## src/rtl/spi_cmd_controller.sv

```systemverilog
// spi_cmd_controller: turns the spi_slave byte stream into register commands.
// A frame is CMD, ADDR, then words of DATA_BYTES bytes (MSB byte first).
// Writes and reads burst with address auto-increment. Read data goes back out on send.
module spi_cmd_controller #(
  parameter int ADDR_W     = 8,
  parameter int DATA_BYTES = 2
) (
  input  logic                    clk,
  input  logic                    rst,
  input  logic                    csn,
  input  logic [7:0]              recv,
  input  logic                    recv_valid,
  output logic [7:0]              send,
  output logic [ADDR_W-1:0]       reg_addr,
  output logic                    reg_wr_en,
  output logic [8*DATA_BYTES-1:0] reg_wr_data,
  output logic                    reg_rd_en,
  input  logic [8*DATA_BYTES-1:0] reg_rd_data,
  output logic                    frame_err,
  output logic [7:0]              err_count
);

  localparam int DATA_W = 8 * DATA_BYTES;
  localparam int CNT_W  = (DATA_BYTES > 1) ? $clog2(DATA_BYTES) : 1;
  localparam logic [7:0] OP_WRITE = 8'h01;
  localparam logic [7:0] OP_READ  = 8'h02;

  // S_RCAP is the second cycle of the read fetch, where the registered read data arrives.
  typedef enum logic [2:0] {
    S_IDLE, S_ADDR, S_WDATA, S_RFETCH, S_RCAP, S_RDATA, S_DISCARD
  } state_t;

  state_t              r_state;
  state_t              w_state_next;
  logic [CNT_W-1:0]    r_cnt;
  logic                r_op_write;
  logic [DATA_W-1:0]   r_word;
  logic [DATA_W-1:0]   r_shift;
  logic [7:0]          r_send;
  logic [ADDR_W-1:0]   r_addr;
  logic                r_wr_en;
  logic [DATA_W-1:0]   r_wr_data;
  logic                r_err;
  logic [7:0]          r_err_count;

  logic                w_byte;
  logic                w_last;
  logic                w_legal_op;
  logic                w_abort;
  logic                w_illegal;
  logic [DATA_W-1:0]   w_word_shift;
  logic [ADDR_W-1:0]   w_addr_byte;

  // The ADDR byte is zero-extended or truncated to the register address width.
  generate
    if (ADDR_W > 8) begin : g_addr_ext
      assign w_addr_byte = {{(ADDR_W-8){1'b0}}, recv};
    end else if (ADDR_W == 8) begin : g_addr_eq
      assign w_addr_byte = recv;
    end else begin : g_addr_trunc
      assign w_addr_byte = recv[ADDR_W-1:0];
    end
  endgenerate

  // A byte only counts while the chip is selected.
  assign w_byte       = recv_valid && !csn;
  assign w_last       = (r_cnt == CNT_W'(DATA_BYTES - 1));
  assign w_legal_op   = (recv == OP_WRITE) || (recv == OP_READ);
  assign w_word_shift = (r_word << 8) | DATA_W'(recv);
  assign w_illegal    = (r_state == S_IDLE) && w_byte && !w_legal_op;

  // Deselect outside IDLE, DISCARD or a word boundary ends a frame mid-command.
  assign w_abort = csn && ((r_state == S_ADDR) || (r_state == S_RFETCH) ||
                           (r_state == S_RCAP) ||
                           (((r_state == S_WDATA) || (r_state == S_RDATA)) && (r_cnt != '0)));

  // State register.
  always_ff @(posedge clk) begin
    if (rst) r_state <= S_IDLE;
    else     r_state <= w_state_next;
  end

  // Next-state logic; deselect always returns to IDLE.
  always_comb begin
    w_state_next = r_state;
    if (csn) begin
      w_state_next = S_IDLE;
    end else begin
      case (r_state)
        S_IDLE:    if (w_byte) w_state_next = w_legal_op ? S_ADDR : S_DISCARD;
        S_ADDR:    if (w_byte) w_state_next = r_op_write ? S_WDATA : S_RFETCH;
        S_WDATA:   w_state_next = S_WDATA;
        S_RFETCH:  w_state_next = S_RCAP;
        S_RCAP:    w_state_next = S_RDATA;
        S_RDATA:   if (w_byte && w_last) w_state_next = S_RFETCH;
        S_DISCARD: w_state_next = S_DISCARD;
        default:   w_state_next = S_IDLE;
      endcase
    end
  end

  // Datapath: opcode/address capture, word assembly, read shift-out, strobes and errors.
  always_ff @(posedge clk) begin
    if (rst) begin
      r_cnt       <= '0;
      r_op_write  <= 1'b0;
      r_word      <= '0;
      r_shift     <= '0;
      r_send      <= 8'h00;
      r_addr      <= '0;
      r_wr_en     <= 1'b0;
      r_wr_data   <= '0;
      r_err       <= 1'b0;
      r_err_count <= 8'h00;
    end else begin
      r_wr_en <= 1'b0;
      r_err   <= w_abort || w_illegal;
      if ((w_abort || w_illegal) && (r_err_count != 8'hFF)) begin
        r_err_count <= r_err_count + 8'd1;
      end
      // Address advances the cycle after each write strobe.
      if (r_wr_en) begin
        r_addr <= r_addr + ADDR_W'(1);
      end
      if (csn) begin
        r_cnt  <= '0;
        r_send <= 8'h00;
      end else begin
        case (r_state)
          S_IDLE: begin
            if (w_byte) r_op_write <= (recv == OP_WRITE);
          end
          S_ADDR: begin
            if (w_byte) begin
              r_addr <= w_addr_byte;
              r_cnt  <= '0;
            end
          end
          S_WDATA: begin
            if (w_byte) begin
              r_word <= w_word_shift;
              if (w_last) begin
                r_cnt     <= '0;
                r_wr_en   <= 1'b1;
                r_wr_data <= w_word_shift;
              end else begin
                r_cnt <= r_cnt + CNT_W'(1);
              end
            end
          end
          S_RCAP: begin
            r_send  <= reg_rd_data[DATA_W-1 -: 8];
            r_shift <= reg_rd_data << 8;
            r_cnt   <= '0;
          end
          S_RDATA: begin
            if (w_byte) begin
              if (w_last) begin
                r_cnt  <= '0;
                r_send <= 8'h00;
                r_addr <= r_addr + ADDR_W'(1);
              end else begin
                r_cnt   <= r_cnt + CNT_W'(1);
                r_send  <= r_shift[DATA_W-1 -: 8];
                r_shift <= r_shift << 8;
              end
            end
          end
          default: begin
          end
        endcase
      end
    end
  end

  assign send        = r_send;
  assign reg_addr    = r_addr;
  assign reg_wr_en   = r_wr_en;
  assign reg_wr_data = r_wr_data;
  assign reg_rd_en   = (r_state == S_RFETCH);
  assign frame_err   = r_err;
  assign err_count   = r_err_count;

endmodule

```

## config.mk

```make
export PLATFORM = sky130hd
export DESIGN_NAME = spi_cmd_controller
export DESIGN_NICKNAME = d
export VERILOG_FILES = /design/src/rtl/spi_cmd_controller.sv
export SDC_FILE = /design/constraint.sdc
export NUM_CORES = 1
export LEC_CHECK = 0
export ABC_CLOCK_PERIOD_IN_PS = 2900
export BUFFER_PORTS_ARGS = -buffer_cell sky130_fd_sc_hd__buf_2
export CORE_AREA = 5 5 149 94
export CTS_CLUSTER_DIAMETER = 30
export DETAILED_ROUTE_END_ITERATION = 12
export DIE_AREA = 0 0 154 99
export GPL_TIMING_DRIVEN = 0
export PLACE_DENSITY = 0.45
export SLEW_MARGIN = 20
export SYNTH_ARGS = -nofsm -noshare
export SYNTH_HDL_FRONTEND = slang
export SYNTH_SLANG_ARGS = --single-unit
```

## constraint.sdc

```tcl
create_clock -name clk -period 2.9 [get_ports clk]
set_input_delay 0.725 -clock clk [delete_from_list [all_inputs] [get_ports clk]]
set_output_delay 0.725 -clock clk [all_outputs]
set_load 0.03 [all_outputs]
```

# ---- Yosys cells after proc, flatten, opt, wreduce, memory -nomap -nowiden
# Cells that the tools add are included.
dict set report totals {
  ramBits 0
  latchBits 0
  mem_bits_ro 0
  ff_bits 71
  wordCells 84
  n_memories 0
  output_inout_bits 43
}
dict set report classes {
  div_mod_pow 0
  addsub 3
  n_reduce_logical 28
  mul 0
  mux 23
  magnitude_cmp 0
  eq_ne 15
  n_bitwise 4
  shift 0
}
# operator count
set ops {}
lappend ops {{8-bit 2-to-1 mux} 7}
lappend ops {{16-bit 2-to-1 mux} 2}
lappend ops {{16-bit case mux with 2 select lines} 1}
lappend ops {{8-bit case mux with 2 select lines} 2}
lappend ops {{3-bit case mux with 7 select lines} 1}
lappend ops {{8-bit by 1-bit adder with 8-bit output (second input constant)} 2}
lappend ops {{16-bit by 8-bit bitwise OR with 16-bit output} 1}
lappend ops {{3-bit 2-to-1 mux} 4}
lappend ops {{3-bit AND reduction} 4}
lappend ops {{3-bit equality test (second input constant)} 3}
lappend ops {{8-bit by 1-bit equality test with 1-bit output (second input constant)} 1}
lappend ops {{8-bit by 2-bit equality test with 1-bit output (second input constant)} 1}
lappend ops {{2-bit inequality test (second input constant)} 4}
lappend ops {{8-bit inequality test (second input constant)} 1}
lappend ops {{4-bit AND reduction} 2}
lappend ops {{1-bit logical AND} 7}
lappend ops {{3-bit by 2-bit equality test with 1-bit output (second input constant)} 2}
lappend ops {{1-bit logical OR} 6}
lappend ops {{1-bit 2-to-1 mux} 5}
lappend ops {{2-bit by 1-bit inequality test with 1-bit output (second input constant)} 2}
lappend ops {{2-bit OR reduction} 2}
lappend ops {{4-bit OR reduction} 1}
lappend ops {{3-bit by 1-bit equality test with 1-bit output (second input constant)} 1}
lappend ops {{3-bit logical NOT} 1}
lappend ops {{other kinds (7)} 10}

# ---- Longest topological paths before layout
dict set report depth {
  word_depth 7
  mapped_depth 8
  depth_no_buf 7
}

# ---- Worst setup path after synthesis
# No wires, ideal clock.
dict set report synth_path {
  path_kind {input-to-reg}
  from {in csn}
  to {reg r_err_count[5] (netlist: err_count[5])}
  path_stages 7
  required_ps 2830
  setup_ps 70
  arrival_ps 2326
  setup_slack_ps 503
  path_buffers 1
  cell_sequence {buf_6 nand2b_4 or4_4 nor3_4 nor2_4 or4_1 a21oi_1}
}
dict set report synth_between {
  elab_chain_len 6
  word_cells_on_any_way 7
  classes_between {reduce/logical (7)}
}
# item line_no
set synth_rtl {}
lappend synth_rtl {{start: declaration} 10} ;# input logic csn,
lappend synth_rtl {{1-bit logical NOT} 66} ;# assign w_byte = recv_valid && !csn;
lappend synth_rtl {{1-bit logical AND} 66}
lappend synth_rtl {{1-bit logical AND (2 in a row)} 70} ;# assign w_illegal = (r_state == S_IDLE) && w_byte && !w_legal_op;
lappend synth_rtl {{1-bit logical OR *} 118} ;# if ((w_abort || w_illegal) && (r_err_count != 8'hFF)) begin
lappend synth_rtl {{1-bit logical AND *} 118}
lappend synth_rtl {{end signal: assignment} 119} ;# r_err_count <= r_err_count + 8'd1;
lappend synth_rtl {{end: declaration} 44} ;# logic [7:0] r_err_count;
# Every way passes the cells marked *; elsewhere a longest branch is shown, timed or not.
# A chain may end at the register's enable or synchronous reset.

# ---- Final worst setup path
dict set report layout_path {
  from {reg r_state[0]}
  to {out reg_rd_en}
}
dict set report layout_between {
  elab_chain_len 1
}
# item line_no
set layout_rtl {}
lappend layout_rtl {{start: declaration} 33} ;# state_t r_state;
lappend layout_rtl {{start signal: assignment} 80} ;# else r_state <= w_state_next;
lappend layout_rtl {{3-bit by 2-bit equality test with 1-bit output} 180} ;# assign reg_rd_en = (r_state == S_RFETCH);
lappend layout_rtl {{end: declaration} 17} ;# output logic reg_rd_en,
# Every way passes these cells.

==> key figures <==
Pwr
  – Static power due to leakage: 1.52 nW
  – Switching power: 502 uW
  – Worst IR Drop VDD: 325 uV
  – Switching part of the total: 23.2%
  – Clock power frac: 52.2%
  – Comb power frac: 6.9%
  – Total power density per cell area: 551 nW/um^2
  – Cell internal power dissipation: 1.66 mW
  – Sequential share of power: 40.9%
  – Tot Pwr: 2.17 mW

STA
  – Count of final max-slew check failures: 0
  – Worst rel slew slack: 32.8%
  – Tmin final: 2.30 ns
  – Worst Slack Setup Final: 0.603 ns
  – Clock skew: 0.00257 ns
  – Unrepaired setup endpoints after global routing: false
  – Part of the cycle the worst path needs: 79.2%
  – Achievable frequency: 0.435 GHz
  – Worst-margin pin slew: 1.00 ns
  – Count of final setup violators: 0
  – Number of failing hold endpoints at the final stage: 0
  – Accumulated negative setup slack: 0 ns

Synth
  – Prevailing post-synth register cell: sky130_fd_sc_hd__dfxtp_1
  – Synthesized instance count: 382
  – Number of unique standard cell types used by synthesis: 53
  – Flip-flop and latch count after synthesis: 63
  – Post-synthesis async set-or-reset flop share: 0%
  – Netlist area before placement: 3060 sq um
  – EDFF count, synth: 0
  – Seq/Total Area, Yosys: 41.2%
  – Total nets after synthesis: 412
  – Mean instance size in the synthesized netlist: 8.01 sq um
  – Synth warnings: 0

Clock network
  – Clock-pin slew of the registers on the worst-case setup and hold paths: 0.05 ns
  – Number of setup buffers added after CTS: 0
  – Clk Latency, worst-skew pair: 0.33 ns
  – Number of buffers on the longest clock path: 2
  – Root Driver: sky130_fd_sc_hd__clkbuf_16
  – Count of clock tree sinks: 63
  – H-tree depth: 3
  – # resized after CTS: 0
  – TritonCTS clock tree: built
  – Count of hold buffers inserted by post-cts repair: 0
  – Number of buffers added by the clock tree synthesis step: 9

Detailed routing
  – Number of nets still failing antenna checks after routing: 0
  – Detailed-route via count: 3,062
  – Routed length per placed instance: 15.6 um
  – Mean number of vias per cell: 4.81
  – Number of DRC violations after detailed-routing iteration 0: 191
  – Residual DRC: 0
  – Routed Wire Length: 9920 um
  – Length of the first detailed-routing pass in iterations: 4

Place
  – Placed wire-length estimate: 7450 um
  – Number of input and output port buffers inserted: 69
  – Setup WS pre-CTS: 0.286 ns
  – Final RePlAce weighted congestion: 0.816

Setup path
  – Sort of element at the end of the critical path: output port
  – Data arrival time at the worst-slack endpoint: 1.57 ns
  – Startpoint class of the critical path: flop
  – Kind of critical path: flop to output port
  – CP Data Required Time: 2.17 ns
  – Worst Path Max Fanout: 10

GRT
  – Global-route wire length before repair: 16,000 um
  – Number of global-route vias before repair: 2,939
  – Total Routing Usage GR: 13.1%
  – Number of antenna violations at the first check in global routing: 0
  – Largest net degree at the start of global routing: 11
  – Final global-route overflow total: 0

Die
  – Top Ports: 71
  – Die outline height: 99 um
  – Placeable core region: 12,500 sq um
  – Total die area: 15,200 sq um
  – # rows: 32
  – Effective utilization at floorplan: 24.5%
  – Horizontal extent of the die: 154 um

Finish
  – Fraction of final layout cells sized beyond drive strength 1: 21.8%
  – Number of antenna cells inserted: 0
  – Area growth, synth to finish: 28.4%
  – Filler cell count in the final layout: 1,364
  – Total area of sequential cells: 1260 sq um
  – Footprint of the multi-input gates: 1670 sq um
  – Total Nets Final: 492

Outcome
  – Outcome: finished clean

Hold path
  – Min-delay worst type: flop to flop

Job
  – Max Cap Violations: 0
[through the flow]
step / cells / utilization [%] / cell area, sq um / hold WS (ns)
2_1_floorplan: 382 / - / 3060 / 0.427
3_3_place_gp: 621 / 29.0 / 3620 / 0.438
3_5_place_dp: 621 / 29.0 / 3620 / 0.441
4_1_cts: 637 / 31.5 / 3930 / 0.450
5_1_grt: 637 / 31.5 / 3930 / 0.471
6_report: 637 / 31.5 / 3930 / 0.446
[power by group through the flow]
stage               Clock [mW]  Sequential (mW)  Combinational (mW)
finish                    1.13            0.885               0.150
detailed placement           0            0.904               0.149
global placement             0            0.903               0.148
floorplan                    0            0.914              0.0766
global route              1.20            0.886               0.165
CTS                       1.16            0.885               0.150
[per-layer routing]
metal	track usage (%)	routed length [um]
met1	20.1	5320
met2	17.5	3870
met3	3.99	629
met4	3.12	97
met5	0	0
[worst paths after layout]
path | start | end | slack (ns) | depth (start not counted)
worst max-delay path | r_state[0] | reg_rd_en | 0.60 | 4
worst min-delay path | r_shift[10] | r_shift[10] | 0.45 | 2
worst max register to register | r_state[1] | reg_wr_data[13] | 0.71 | 8
worst min register to register | r_shift[10] | r_shift[10] | 0.45 | 2
[synth_stat cells (all sizes together), types with 3 or more instances]
cell type   n  area, sq um
dfxtp      63         1260
nand2      54          203
a21oi      49          245
nor2       42          165
clkbuf     18         67.6
o21ai      18         90.1
a211oi     14          105
nand3      13         65.1
mux2i      10          100
nor3b      10         75.1
buf         8         43.8
xnor2       8         70.1
nand2b      6         45.0
nor3        6         41.3
inv         5         18.8
or2         5         31.3
and3        4         25.0
nand4       4         25.0
or4         4         33.8
xor2        4         35.0
nor4        3         33.8
o31ai       3         22.5
or3         3         18.8
[cells by family (layout without fill, tap and decap cells)]
family	after synthesis	after routing	share of synthesized area, %
xor gates and xnor gates	12	12	3.44
muxes	10	10	3.27
DFF	63	63	41.2
adders and majority gates	3	3	1.15
AOI/OAI and AO/OA	105	105	20.9
and+or+nand+nor	158	158	25.8
buffers and inverters	31	116	4.25
[registers in the layout (all words and copies together) (netlist names)]
name and cells:
reg_wr_data 16, err_count 8, r_shift 8, r_word 8
reg_addr 8, send 8, r_state 3, frame_err 1
r_cnt 1, r_op_write 1, reg_wr_en 1
[cell usage in the layout (no fill, tap or decap), drive strengths merged, types with 3 or more instances in the layout]
master	n
nand3	13
xor2	4
clkbuf	32
a21oi	49
o21ai	18
nor4	3
and3	4
or3	3
inv	5
nand4	4
buf	77
nor3b	10
or4	4
dfxtp	63
nor2	42
xnor2	8
nand2b	6
nor3	6
or2	5
mux2i	10
nand2	54
a211oi	14
o31ai	3
[worst max-delay path, stage by stage (launching register included)]
cell	delay, ns
sky130_fd_sc_hd__dfxtp_1	0.30
sky130_fd_sc_hd__buf_2	0.18
sky130_fd_sc_hd__clkbuf_1	0.33
sky130_fd_sc_hd__and2_1	0.23
sky130_fd_sc_hd__buf_2	0.21
[final cells by class]
class | count | area share (%)
sequential | 63 | 32.1
timing repair buffer | 69 | 8.79
tap | 170 | 5.41
multi-input combinational | 288 | 42.5
clock buffer | 14 | 6.97
clock inverter | 2 | 0.955
inverter | 5 | 0.478
buffer | 26 | 2.83
Power figures use the tool's default switching activity.
